File: config.mk
export PLATFORM = sky130hd
export DESIGN_NAME = rx_header_hec_check_bluetooth_ble
export DESIGN_NICKNAME = d
export VERILOG_FILES = /design/src/rtl/rx_header_hec_check_bluetooth_ble.sv
export SDC_FILE = /design/constraint.sdc
export NUM_CORES = 1
export LEC_CHECK = 0
export CAP_MARGIN = 25
export CORE_MARGIN = 2
export CORE_UTILIZATION = 35
export DETAILED_ROUTE_END_ITERATION = 16
export GPL_ROUTABILITY_DRIVEN = 0
export GPL_TIMING_DRIVEN = 1
export HOLD_SLACK_MARGIN = 0.1
export PLACE_DENSITY = 0.56
export SYNTH_ARGS = -nofsm -noshare
export SYNTH_HDL_FRONTEND = slang
export SYNTH_SLANG_ARGS = --single-unit
File: constraint.sdc
create_clock -name clk -period 1.84 [get_ports clk]
set_input_delay 0.368 -clock clk [delete_from_list [all_inputs] [get_ports clk]]
set_output_delay 0.368 -clock clk [all_outputs]
set_load 0.01 [all_outputs]
File: src/rtl/rx_header_hec_check_bluetooth_ble.sv
// BLE RX header check: recomputes the 8-bit HEC over 10 info + 8 HEC bits, flags pass/fail, forwards payload on pass.
// Optional macro HEC_ERR_CNT_EN adds a saturating hec_err_count[7:0] output (cleared only by reset).
module rx_header_hec_check_bluetooth_ble #(
  parameter int         HDR_BITS = 10,
  parameter int         HEC_BITS = 8,
  parameter logic [7:0] HEC_POLY = 8'hA7,
  parameter int         CNT_W    = 14
) (
  input  logic                clk,
  input  logic                reset,
  input  logic                enable,
  input  logic                valid_in,
  input  logic                data_in,
  input  logic [7:0]          uap_dci,
  output logic [HDR_BITS-1:0] header_out,
  output logic                header_valid,
  output logic                hec_ok,
  output logic                hec_error,
  output logic                data_out,
  output logic                valid_out,
  output logic [CNT_W-1:0]    num_after_hec,
  output logic                busy,
`ifdef HEC_ERR_CNT_EN
  output logic [7:0]          hec_err_count,
`endif
  output logic [2:0]          dbg_state
);

  // Valid-only stream, no back-pressure: a bit is taken on every clock where
  // valid_in is high; valid_out marks each forwarded bit one cycle later.
  typedef enum logic [2:0] {
    S_IDLE = 3'd0,
    S_HDR  = 3'd1,
    S_HEC  = 3'd2,
    S_CHK  = 3'd3,
    S_PASS = 3'd4,
    S_DROP = 3'd5
  } state_t;

  state_t     r_state;
  state_t     w_next;
  logic       r_en_d;
  logic [7:0] r_lfsr;
  logic [3:0] r_cnt;

  logic       w_arm;
  logic       w_abort;
  logic       w_pass;
  logic       w_fwd;
  logic       w_last_hdr;
  logic       w_last_hec;
  logic [7:0] w_lfsr_next;

  assign w_arm       = enable & ~r_en_d;
  assign w_abort     = (r_state != S_IDLE) & ~enable;
  assign w_pass      = (r_lfsr == 8'h00);
  assign w_last_hdr  = (r_cnt == 4'(HDR_BITS - 1));
  assign w_last_hec  = (r_cnt == 4'(HEC_BITS - 1));
  assign w_lfsr_next = {r_lfsr[6:0], 1'b0} ^ ((data_in ^ r_lfsr[7]) ? HEC_POLY : 8'h00);
  // The CHK cycle already holds the syndrome, so a bit arriving then is forwarded on pass.
  assign w_fwd       = (r_state == S_PASS) | ((r_state == S_CHK) & w_pass);

  assign busy      = (r_state == S_HDR) | (r_state == S_HEC) | (r_state == S_CHK);
  assign dbg_state = r_state;

  always_ff @(posedge clk or negedge reset) begin
    if (!reset) begin
      r_state <= S_IDLE;
    end else begin
      r_state <= w_next;
    end
  end

  always_comb begin
    w_next = r_state;
    if (w_abort) begin
      w_next = S_IDLE;
    end else begin
      case (r_state)
        S_IDLE: if (w_arm) w_next = S_HDR;
        S_HDR:  if (valid_in && w_last_hdr) w_next = S_HEC;
        S_HEC:  if (valid_in && w_last_hec) w_next = S_CHK;
        S_CHK:  w_next = w_pass ? S_PASS : S_DROP;
        default: w_next = r_state;
      endcase
    end
  end

  always_ff @(posedge clk or negedge reset) begin
    if (!reset) begin
      r_en_d        <= 1'b0;
      r_lfsr        <= 8'h00;
      r_cnt         <= 4'd0;
      header_out    <= '0;
      header_valid  <= 1'b0;
      hec_ok        <= 1'b0;
      hec_error     <= 1'b0;
      data_out      <= 1'b0;
      valid_out     <= 1'b0;
      num_after_hec <= '0;
    end else begin
      r_en_d       <= enable;
      header_valid <= 1'b0;
      valid_out    <= 1'b0;
      if (!w_abort) begin
        case (r_state)
          S_IDLE: begin
            if (w_arm) begin
              r_lfsr        <= uap_dci;
              r_cnt         <= 4'd0;
              header_out    <= '0;
              hec_ok        <= 1'b0;
              hec_error     <= 1'b0;
              num_after_hec <= '0;
            end
          end
          S_HDR: begin
            if (valid_in) begin
              header_out[r_cnt] <= data_in;
              r_lfsr            <= w_lfsr_next;
              r_cnt             <= w_last_hdr ? 4'd0 : r_cnt + 4'd1;
            end
          end
          S_HEC: begin
            if (valid_in) begin
              r_lfsr <= w_lfsr_next;
              r_cnt  <= w_last_hec ? 4'd0 : r_cnt + 4'd1;
            end
          end
          S_CHK: begin
            header_valid <= 1'b1;
            if (w_pass) hec_ok <= 1'b1;
            else        hec_error <= 1'b1;
          end
          default: ;
        endcase
        if (w_fwd) begin
          data_out  <= data_in;
          valid_out <= valid_in;
          if (valid_in && (num_after_hec != {CNT_W{1'b1}}))
            num_after_hec <= num_after_hec + 1'b1;
        end
      end
    end
  end

`ifdef HEC_ERR_CNT_EN
  always_ff @(posedge clk or negedge reset) begin
    if (!reset) begin
      hec_err_count <= 8'h00;
    end else if (!w_abort && (r_state == S_CHK) && !w_pass && (hec_err_count != 8'hFF)) begin
      hec_err_count <= hec_err_count + 8'd1;
    end
  end
`endif

endmodule

==> results.md, run 1 <==
- Status: finished with violations
- Failing checks: negative setup slack
- Synth top area share: 41.6%
- First-pass GRT wire length: 12,600 µm
- Reg2Reg Setup Slack: -9 ps
- Worst skew pair latency: 300 ps
- Post-Synth Adder-Cell Area: 2.31%
- Post-synthesis cell type count: 60
- H-tree depth: 2
- Routed vias/inst: 5.39
- Die area: 8440 µm²
- Area delta synth->final: 46.3%
- Worst Hold Launch: header_out[1]$_DFFE_PN0P_
- Largest cells by area after synthesis: dfrtp_1 42%, mux2i_1 4.8%, a21oi_1 3.1%
- Clock transition at path regs: 90 ps
- Worst Hold Path Cells: 1
- Port-buffer cells: 45
- Clock sinks: 45
- WP data arrival: 2070 ps
- Dpl hpwl: 5500 µm
- Routed WL: 7400 µm
- Worst R2R Path Depth: 6
- Fin crit share: 100%
- Vias in the first global route: 2,558
- Post-synth top area cell: dfrtp_1
- Worst vdd ir: 0.000484 V
- PD cells: 925 nW/µm²
- Die W: 91.9 µm
- Drt first pass iters: 4
- Post-synth top flop: dfrtp_1
- Largest family of logic cells by synthesized area: simple AND/OR/NAND/NOR gates
- Core footprint: 7610 µm²
- Share of cells above drive strength 1: 27.5%
- Final hold viol count: 0
- Syn avg cell area: 9.69 µm²
- RR Endpoint: num_after_hec[12]$_DFFE_PN0N_
- Xor/xnor share of the synthesized area: 1.94%
- Leading cell type in the layout, fill and taps excluded: buf_4
- Mux cell area share after synthesis: 5.65%
- Worst slew pin tran: 530 ps
- Number of max-slew violations in the final report: 0
- Ys Warns: 0
- GRT Util Overall: 18.4%
- Pleak: 1.68 nW
- Final core occ: 52.0%
- Ports: 46
- CTS tree: done
- Max cap viols: 0
- Gr ovfl total: 0
- #FFs+latches synth: 45
- Post-route ant nets: 0
- Highest-count cells in the layout ignoring fill and taps: 64 x buf_4, 42 x clkdlybuf4s50_1, 41 x dfrtp_1
- Fin Clk Skew: 7.76 ps
- Worst Hold Class: reg2reg
- Final nets: 402
- RSZ-0062 raised after global routing: true
- Setup crit start kind: flip-flop
- Synth Instances: 279
- Synth Area in Compound Gates: 21.1%
- Via count: 2,623
- Max Freq: 541 MHz
- Die H: 91.9 µm
- Initial antenna violation count: 0
- TNS Setup: -9.18 ps
- Asr flop ratio synth: 100%
- WP data required: 2060 ps
- DR WL/cell: 15.2 µm
- Slew margin rel.: 64.4%
- Cell Rows: 32
- Post-Synth Simple-Gate Area: 23.2%
- Setup crit end kind: flip-flop
- Post-synth EDFFs: 0
- Setup ws final: -9.18 ps
- Hold EP: header_out[1]$_DFFE_PN0P_
- Syn Nets: 297
- DP Worst Slack: -323 ps
- Synthesized area: 2700 µm²
- Initial DRC count: 155
- TritonCTS Buffers: 5
- Initial core utilization: 35.5%
- Register area share after synthesis: 41.6%
- Largest net degree at the start of global routing: 27
- Critical R2R Launch: num_after_hec[0]$_DFFE_PN0N_
- # diodes: 0
- Root buf cell: clkbuf_8
- Setup Viol. Count Final: 1
- CTS max path bufs: 2
- CP Class: reg2reg
- # DRC: 0
- Minimum clock period: 1850 ps
- Crit path max fanout: 3
==> layout make-up <==
class                           count  area [µm²]
Sequential cell                    45        1130
Clock inverter                      2        10.0
Fill cell                         708        3650
Tap cell                          102         128
Multi-Input combinational cell    207        1580
Timing Repair Buffer              115        1000
Clock buffer                        6        72.6
Inverter                           10        37.5
==> worst max-delay path, stage by stage, from the launching register on <==
cell and delay, ps:
dfrtp_2 390, ha_4 150, nand4_4 90, buf_6 140
or4_4 490, nor4_4 290, mux2i_1 200
==> per-stage QoR <==
| step | cell area [µm²] | power (W) | std cells | hold slack (ps) |
|---|---|---|---|---|
| floorplan | 2750 | 0.00232 | 279 | 72.4 |
| global placement | 3740 | 0.00300 | 474 | 347 |
| detailed placement | 3740 | 0.00303 | 474 | 338 |
| CTS | 3880 | 0.00367 | 484 | 505 |
| global route | 3960 | 0.00397 | 487 | 522 |
| finish | 3960 | 0.00366 | 487 | 499 |
==> flip-flops by register name, indices dropped and copies added, names as in the netlist <==
signal	flops
num_after_hec	14
header_out	10
r_lfsr	8
r_cnt	4
dbg_state	3
data_out	1
header_valid	1
hec_error	1
hec_ok	1
r_en_d	1
valid_out	1
==> synth_stat cells (6+ instances only) <==
cell type	number
nand3_1	9
and2_1	10
a21oi_1	17
clkbuf_1	9
a32o_1	8
o21ai_0	14
or4_1	6
dfrtp_1	45
mux2i_1	13
nor2_1	12
inv_1	10
nand4_1	9
nor4_1	6
nand2_1	14
==> timing repair <==
item                                   CTS  global route
setup buffers                            1             3
hold buffers                             1             0
setup endpoints to repair               16            33
gates resized for setup                  8            16
pin swaps                                1             7
endpoints found under the hold margin   17             0
==> metal layers <==
| metal | GRT usage, % | wire length [µm] | share of wire, % | up-vias |
|---|---|---|---|---|
| met4 | 4.35 | 61 | 0.82 | 0 |
| met2 | 28.3 | 3370 | 46 | 54 |
| met3 | 2.71 | 289 | 3.9 | 4 |
| li1 | - | - | - | 1283 |
| met5 | 0 | 0 | 0 | - |
| met1 | 27.2 | 3670 | 50 | 1282 |
==> where the power goes <==
| part | leakage [nW] | internal [W] | total (W) | switching, W |
|---|---|---|---|---|
| registers | 0.590 | 0.00116 | 0.00135 | 0.000182 |
| clock network | 0.0450 | 0.000264 | 0.000595 | 0.000331 |
| logic | 1.04 | 0.000892 | 0.00172 | 0.000827 |
| total | 1.68 | 0.00232 | 0.00366 | 0.00134 |
==> cell families (layout without fill, tap and decap cells) <==
kind of cell,count (synthesis),count (layout)
multiplexers,15,15
adder cells (fa/ha/maj),5,5
flip-flops,45,45
XOR/XNOR,6,6
AO/OA/AOI/OAI,77,77
buffers and inverters,27,133
AND/OR/NAND/NOR,104,104
==> how the worst max path moves through the flow <==
stage | end | slack (ps) | from | cells past startpoint
2_1_floorplan | r_cnt[2]$_DFFE_PN0P_ | -20 | dbg_state[0]$_DFFE_PN0P_ | 6
3_3_place_gp | data_out$_DFFE_PN0P_ | -240 | enable | 6
3_5_place_dp | dbg_state[0]$_DFFE_PN0P_ | -320 | enable | 6
4_1_cts | dbg_state[1]$_DFFE_PN0P_ | 4 | dbg_state[0]$_DFFE_PN0P_ | 6
5_1_grt | num_after_hec[12]$_DFFE_PN0N_ | -90 | num_after_hec[0]$_DFFE_PN0N_ | 6
6_report | num_after_hec[12]$_DFFE_PN0N_ | -9 | num_after_hec[0]$_DFFE_PN0N_ | 6
Note: power is estimated with default switching activity, not from simulation.
==> inputs of run 2 (changes only) <==
- GPL_TIMING_DRIVEN: 1 -> 0
- PLACE_DENSITY: 0.56 -> 0.54
- clock period: 1.84 -> 1.8 ns (I/O delays scaled with it)
==> results.md, run 2 (synthesized netlist as in run 1, its figures left out) <==
- Share of cells above drive strength 1: 37.1% (+9.6 points)
- Via count: 2,650 (+1.0%)
- Setup Viol. Count Final: 8 (+7)
- Setup crit end kind: flip-flop
- Number of max-slew violations in the final report: 0 (unchanged)
- Final hold viol count: 0 (unchanged)
- Fin crit share: 104% (+3.4 points)
- # DRC: 0 (unchanged)
- Largest net degree at the start of global routing: 25 (-7.4%)
- Routed vias/inst: 5.50 (+2.1%)
- Worst skew pair latency: 310 ps (about the same)
- Die area: 8440 µm² (unchanged)
- Worst path max stage delay: 560 ps (+70 ps)
- GRT Util Overall: 19.7% (+1.3 points)
- Drt first pass iters: 4 (unchanged)
- Cell total after placement: 426 (-10%)
- Max reg flops: 14 (unchanged)
- Setup crit start kind: flip-flop
- CP max-delay cell: or4_4
- CTS max path bufs: 2 (unchanged)
- Worst slew pin tran: 637 ps (+106 ps)
- First-pass GRT wire length: 13,500 µm (+7.0%)
- Die W: 91.9 µm (unchanged)
- Root buf cell: clkbuf_8
- Initial DRC count: 163 (+5.2%)
- Most flops, register: num_after_hec
- Crit path max fanout: 7 (+4)
- Pleak: 1.71 nW (+1.9%)
- Gr ovfl total: 0 (unchanged)
- Failing checks: negative setup slack
- Hold EP: r_en_d$_DFF_PN0_
- WP data arrival: 2060 ps (about the same)
- Worst vdd ir: 0.000600 V (+24%)
- TritonCTS Buffers: 5 (unchanged)
- Status: finished with violations
- Worst R2R Path Depth: 5 (-1)
- Post-route ant nets: 0 (unchanged)
- Ports: 46 (unchanged)
- Core footprint: 7610 µm² (unchanged)
- DP Worst Slack: -766 ps (-443 ps)
- Final core occ: 56.3% (+4.3 points)
- CTS tree: done
- Clock transition at path regs: 80 ps (about the same)
- Critical R2R Launch: dbg_state[0]$_DFFE_PN0P_
- CP Class: reg2reg
- Initial core utilization: 35.5% (unchanged)
- RR Endpoint: r_lfsr[0]$_DFFE_PN0P_
- PD cells: 1040 nW/µm² (+12%)
- WP data required: 1990 ps (-70 ps)
- # diodes: 0 (unchanged)
- Fin Clk Skew: 11.7 ps (+3.99 ps)
- Final nets: 397 (-1.2%)
- Routed WL: 8270 µm (+12%)
- Initial antenna violation count: 0 (unchanged)
- Highest-count cells in the layout ignoring fill and taps: 42 x buf_4, 41 x clkdlybuf4s50_1, 36 x dfrtp_1
- RSZ-0062 raised after global routing: true
- Cell Rows: 32 (unchanged)
- Worst Hold Class: in2reg
- Final cell count without fillers: 482 (-1.0%)
- Reg2Reg Setup Slack: -70 ps (-60 ps)
- Largest registers: num_after_hec: 14 flops, header_out: 10 flops, r_lfsr: 8 flops
- Die H: 91.9 µm (unchanged)
- Leading cell type in the layout, fill and taps excluded: buf_4
- Minimum clock period: 1870 ps (+21.5 ps)
- Worst Hold Launch: enable
- Setup ws final: -70.6 ps (-61.5 ps)
- Worst Hold Path Cells: 1 (unchanged)
- Max cap viols: 0 (unchanged)
- Vias in the first global route: 2,655 (+3.8%)
- H-tree depth: 2 (unchanged)
- Max Freq: 535 MHz (-1.1%)
- DR WL/cell: 17.2 µm (+13%)
- Slew margin rel.: 57.6% (-6.8 points)
- Fillers: 673 (-4.9%)
- Port-buffer cells: 44 (-2.2%)
- Crit path cell chain: buf_6 > or4_4 > o31ai_4 > and2_4 > mux2_4
- Clock sinks: 45 (unchanged)
- Dpl hpwl: 5200 µm (-5.5%)
- Area delta synth->final: 58.5%
[run 2: how the worst max path moves through the flow]
stage / startpoint / to / slack, ps / cells after the start
detailed placement: enable / num_after_hec[8]$_DFFE_PN0N_ / -770 / 7
global placement: reset / num_after_hec[0]$_DFFE_PN0N_ / -1220 / 1
global route: dbg_state[0]$_DFFE_PN0P_ / num_after_hec[11]$_DFFE_PN0N_ / -140 / 6
CTS: num_after_hec[0]$_DFFE_PN0N_ / num_after_hec[2]$_DFFE_PN0N_ / -70 / 5
finish: dbg_state[0]$_DFFE_PN0P_ / r_lfsr[0]$_DFFE_PN0P_ / -70 / 5
floorplan: num_after_hec[0]$_DFFE_PN0N_ / num_after_hec[2]$_DFFE_PN0N_ / -60 / 5
[run 2: layer usage]
layer	GRT usage (%)	vias up	part of all wire [%]
met5	0	-	0
met4	5.97	0	1.7
li1	-	1275	-
met3	2.96	12	2.9
met2	34.1	56	50
met1	25.3	1307	45
[run 2: layout make-up]
class,instances,area [µm²],share of cell area [%]
plain buffers,15,136,3.18
repair buffers,95,873,20.4
clock inverters,3,65.1,1.52
flip-flops and latches,45,1140,26.5
clock buffers,5,68.8,1.61
inverters,10,41.3,0.964
multi-input cells,207,1840,42.8
well taps,102,128,2.98
[run 2: critical path: cells and delay by family (launching register included)]
| family | cells | cell delay, ps |
|---|---|---|
| buf+inv | 1 | 150 |
| compound gates | 1 | 110 |
| simple gates | 2 | 810 |
| mux | 1 | 300 |
| flops | 1 | 390 |
[run 2: what timing repair did]
action                                  in CTS  in global routing
hold buffers                                 1                  0
gates resized for setup                     50                 50
setup buffers                               30                 16
cloned                                       1                  2
pin swaps                                   13                 18
endpoints found under the hold margin       21                  0
endpoints found under the setup margin      42                 37
[run 2: report_power, final]
group          total [W]  switching [W]  internal (W)  leakage (nW)
Combinational    0.00212        0.00104       0.00108          1.06
Sequential       0.00142       0.000232       0.00119         0.582
Clock           0.000915       0.000363      0.000552        0.0681
[run 2: metrics by stage]
step / setup TNS [ps] / total power (W) / instance area, µm² / hold slack (ps)
after CTS: -146 / 0.00413 / 3950 / 351
after floorplan: -99.7 / 0.00244 / 2780 / 64.4
after global placement: -66460 / 0.00289 / 3350 / 489
after global routing: -1380 / 0.00474 / 4290 / 354
after detailed placement: -18720 / 0.00291 / 3370 / 375
final: -297 / 0.00446 / 4290 / 360
==> inputs of run 3 (changes only) <==
- clock period: 1.8 -> 2.3 ns (I/O delays scaled with it)
==> results.md, run 3 (synthesized netlist as in run 1, its figures left out) <==
- Root buf cell: clkbuf_8
- Final non-filler cell area: 3470 µm² (-19%)
- Clock sinks: 45 (unchanged)
- CP max-delay cell: or4_1
- Number of max-slew violations in the final report: 0 (unchanged)
- CP Class: reg2reg
- Final hold viol count: 0 (unchanged)
- Setup ws final: 102 ps (+173 ps)
- Routed WL: 7130 µm (-14%)
- RR Endpoint: num_after_hec[2]$_DFFE_PN0N_
- DR WL met2: 3350 µm (-19%)
- Vias in the first global route: 2,402 (-9.5%)
- Initial DRC count: 129 (-21%)
- Placement Cell Area: 3290 µm² (-2.3%)
- Setup crit end kind: flip-flop
- Setup crit start kind: flip-flop
- Worst R2R Path Depth: 5 (unchanged)
- Clock transition at path regs: 90 ps (about the same)
- Via count: 2,426 (-8.5%)
- GRT Util Overall: 17.5% (-2.2 points)
- Die area: 8440 µm² (unchanged)
- Setup Viol. Count Final: 0 (-8)
- Highest routed layer: met4
- Leading cell type in the layout, fill and taps excluded: dfrtp_1
- Routed vias/inst: 5.60 (+1.9%)
- Critical Path Sink: num_after_hec[2]$_DFFE_PN0N_
- Final core occ: 45.6% (-11 points)
- Worst path max stage delay: 620 ps (+60 ps)
- TritonCTS Buffers: 5 (unchanged)
- # diodes: 0 (unchanged)
- Port-buffer cells: 44 (unchanged)
- Cell Rows: 32 (unchanged)
- Largest registers: num_after_hec: 14 flops, header_out: 10 flops, r_lfsr: 8 flops
- CTS max path bufs: 2 (unchanged)
- Highest-count cells in the layout ignoring fill and taps: 44 x dfrtp_1, 42 x clkdlybuf4s50_1, 17 x a21oi_1
- WP data arrival: 2430 ps (+370 ps)
- Worst Setup SP: num_after_hec[1]$_DFFE_PN0N_
- Crit path max fanout: 5 (-2)
- DR WL met3: 288 µm (+22%)
- Slew margin rel.: 50.9% (-6.7 points)
- Core footprint: 7610 µm² (unchanged)
- Worst vdd ir: 0.000352 V (-41%)
- Hold-fix buffers, CTS: 0 (-1)
- Dpl hpwl: 5130 µm (-1.2%)
- Ports: 46 (unchanged)
- # DRC: 0 (unchanged)
- Share of cells above drive strength 1: 10.6% (-27 points)
- Fin crit share: 95.5% (-8.4 points)
- First-pass GRT wire length: 11,900 µm (-12%)
- Initial antenna violation count: 0 (unchanged)
- Minimum clock period: 2200 ps (+327 ps)
- Worst slew pin tran: 734 ps (+97.7 ps)
- CTS tree: done
- Worst skew pair latency: 300 ps (about the same)
- WP data required: 2540 ps (+550 ps)
- Post-CTS setup buffer count: 0 (-100%)
- Die W: 91.9 µm (unchanged)
- Critical R2R Launch: num_after_hec[1]$_DFFE_PN0N_
- Max cap viols: 0 (unchanged)
- Fin Clk Skew: 10.3 ps (-1.46 ps)
- Status: finished, final reports clean
- Crit path cell chain: ha_2 > nand4_2 > or4_1 > a31oi_1 > a221o_1
- Drt first pass iters: 4 (unchanged)
- RSZ-0062 raised after global routing: false
- Post-route ant nets: 0 (unchanged)
- DR WL/cell: 16.5 µm (-4.1%)
- Largest net degree at the start of global routing: 30 (+20%)
- Final nets: 348 (-12%)
- Max reg flops: 14 (unchanged)
- Pleak: 1.38 nW (-19%)
- Most flops, register: num_after_hec
- Die H: 91.9 µm (unchanged)
- Reg2Reg Setup Slack: 100 ps (+170 ps)
- DP Worst Slack: -333 ps (+433 ps)
- Worst Hold Class: in2async
- Initial core utilization: 35.5% (unchanged)
- H-tree depth: 2 (unchanged)
- PD cells: 788 nW/µm² (-24%)
- WL met1: 3390 µm (-9.9%)
- Gr ovfl total: 0 (unchanged)
- Max Freq: 455 MHz (-15%)
- Area delta synth->final: 28.3%
==> run 3: cell types whose count changed in the layout (fill, tap and decap cells not counted), moves of 3 or more <==
cell / delta
a21oi_1: +11
a21oi_2: -11
buf_4: -40
buf_6: -10
clkbuf_1: +4
dfrtp_1: +8
dfrtp_2: -8
ha_4: -3
nor2_1: +3
nor4_4: -3
or4_1: +4
or4_4: -4
==> run 3: per-stage QoR <==
| step | TNS (ps) | hold WS, ps | total power [W] | instances |
|---|---|---|---|---|
| floorplan | 0 | 164 | 0.00185 | 279 |
| global placement | -32730 | 487 | 0.00220 | 425 |
| detailed placement | -3710 | 428 | 0.00222 | 426 |
| CTS | 0 | 103 | 0.00272 | 434 |
| global route | 0 | 128 | 0.00294 | 433 |
| finish | 0 | 95.9 | 0.00273 | 433 |
==> run 3: worst max-delay path: cells and delay by family, from the launching register on <==
| kind | cells | cell delay [ps] |
|---|---|---|
| AND/OR/NAND/NOR | 2 | 830 |
| AO/OA/AOI/OAI | 2 | 640 |
| flip-flops | 1 | 420 |
| adder cells (fa/ha/maj) | 1 | 250 |
==> run 3: cell type report <==
| type | instances | area (µm²) |
|---|---|---|
| inverters | 10 | 37.5 |
| well taps | 102 | 128 |
| multi-input cells | 207 | 1550 |
| clock buffers | 6 | 72.6 |
| clock inverters | 2 | 10.0 |
| repair buffers | 45 | 458 |
| flip-flops and latches | 45 | 1130 |
| fillers | 756 | 4140 |
| plain buffers | 16 | 85.1 |
==> run 3: how the worst min path moves through the flow <==
stage | slack (ps) | cells past startpoint | startpoint | to
after global placement | 490 | 2 | hec_error$_DFFE_PN0P_ | hec_error$_DFFE_PN0P_
after floorplan | 160 | 0 | reset | data_out$_DFFE_PN0P_
after CTS | 100 | 1 | reset | hec_error$_DFFE_PN0P_
final | 100 | 1 | reset | hec_error$_DFFE_PN0P_
after global routing | 130 | 1 | reset | hec_error$_DFFE_PN0P_
after detailed placement | 430 | 1 | reset | hec_error$_DFFE_PN0P_
==> run 3: layer usage <==
layer / track usage (%) / vias to the layer above
li1: - / 1185
met1: 24.2 / 1162
met5: 0 / -
met4: 5.47 / 0
met2: 27.6 / 70
met3: 3.53 / 9
==> run 3: timing repair <==
action                                 CTS  global route
pin swaps                                0             0
endpoints found under the hold margin    0             0
gates resized for setup                  6            17
setup endpoints to repair                5            12
==> run 3: where the power goes <==
group          switching, W  internal [W]  leakage [nW]
combinational      0.000630      0.000522         0.737
sequential         0.000174      0.000930         0.595
clock              0.000266      0.000211        0.0450
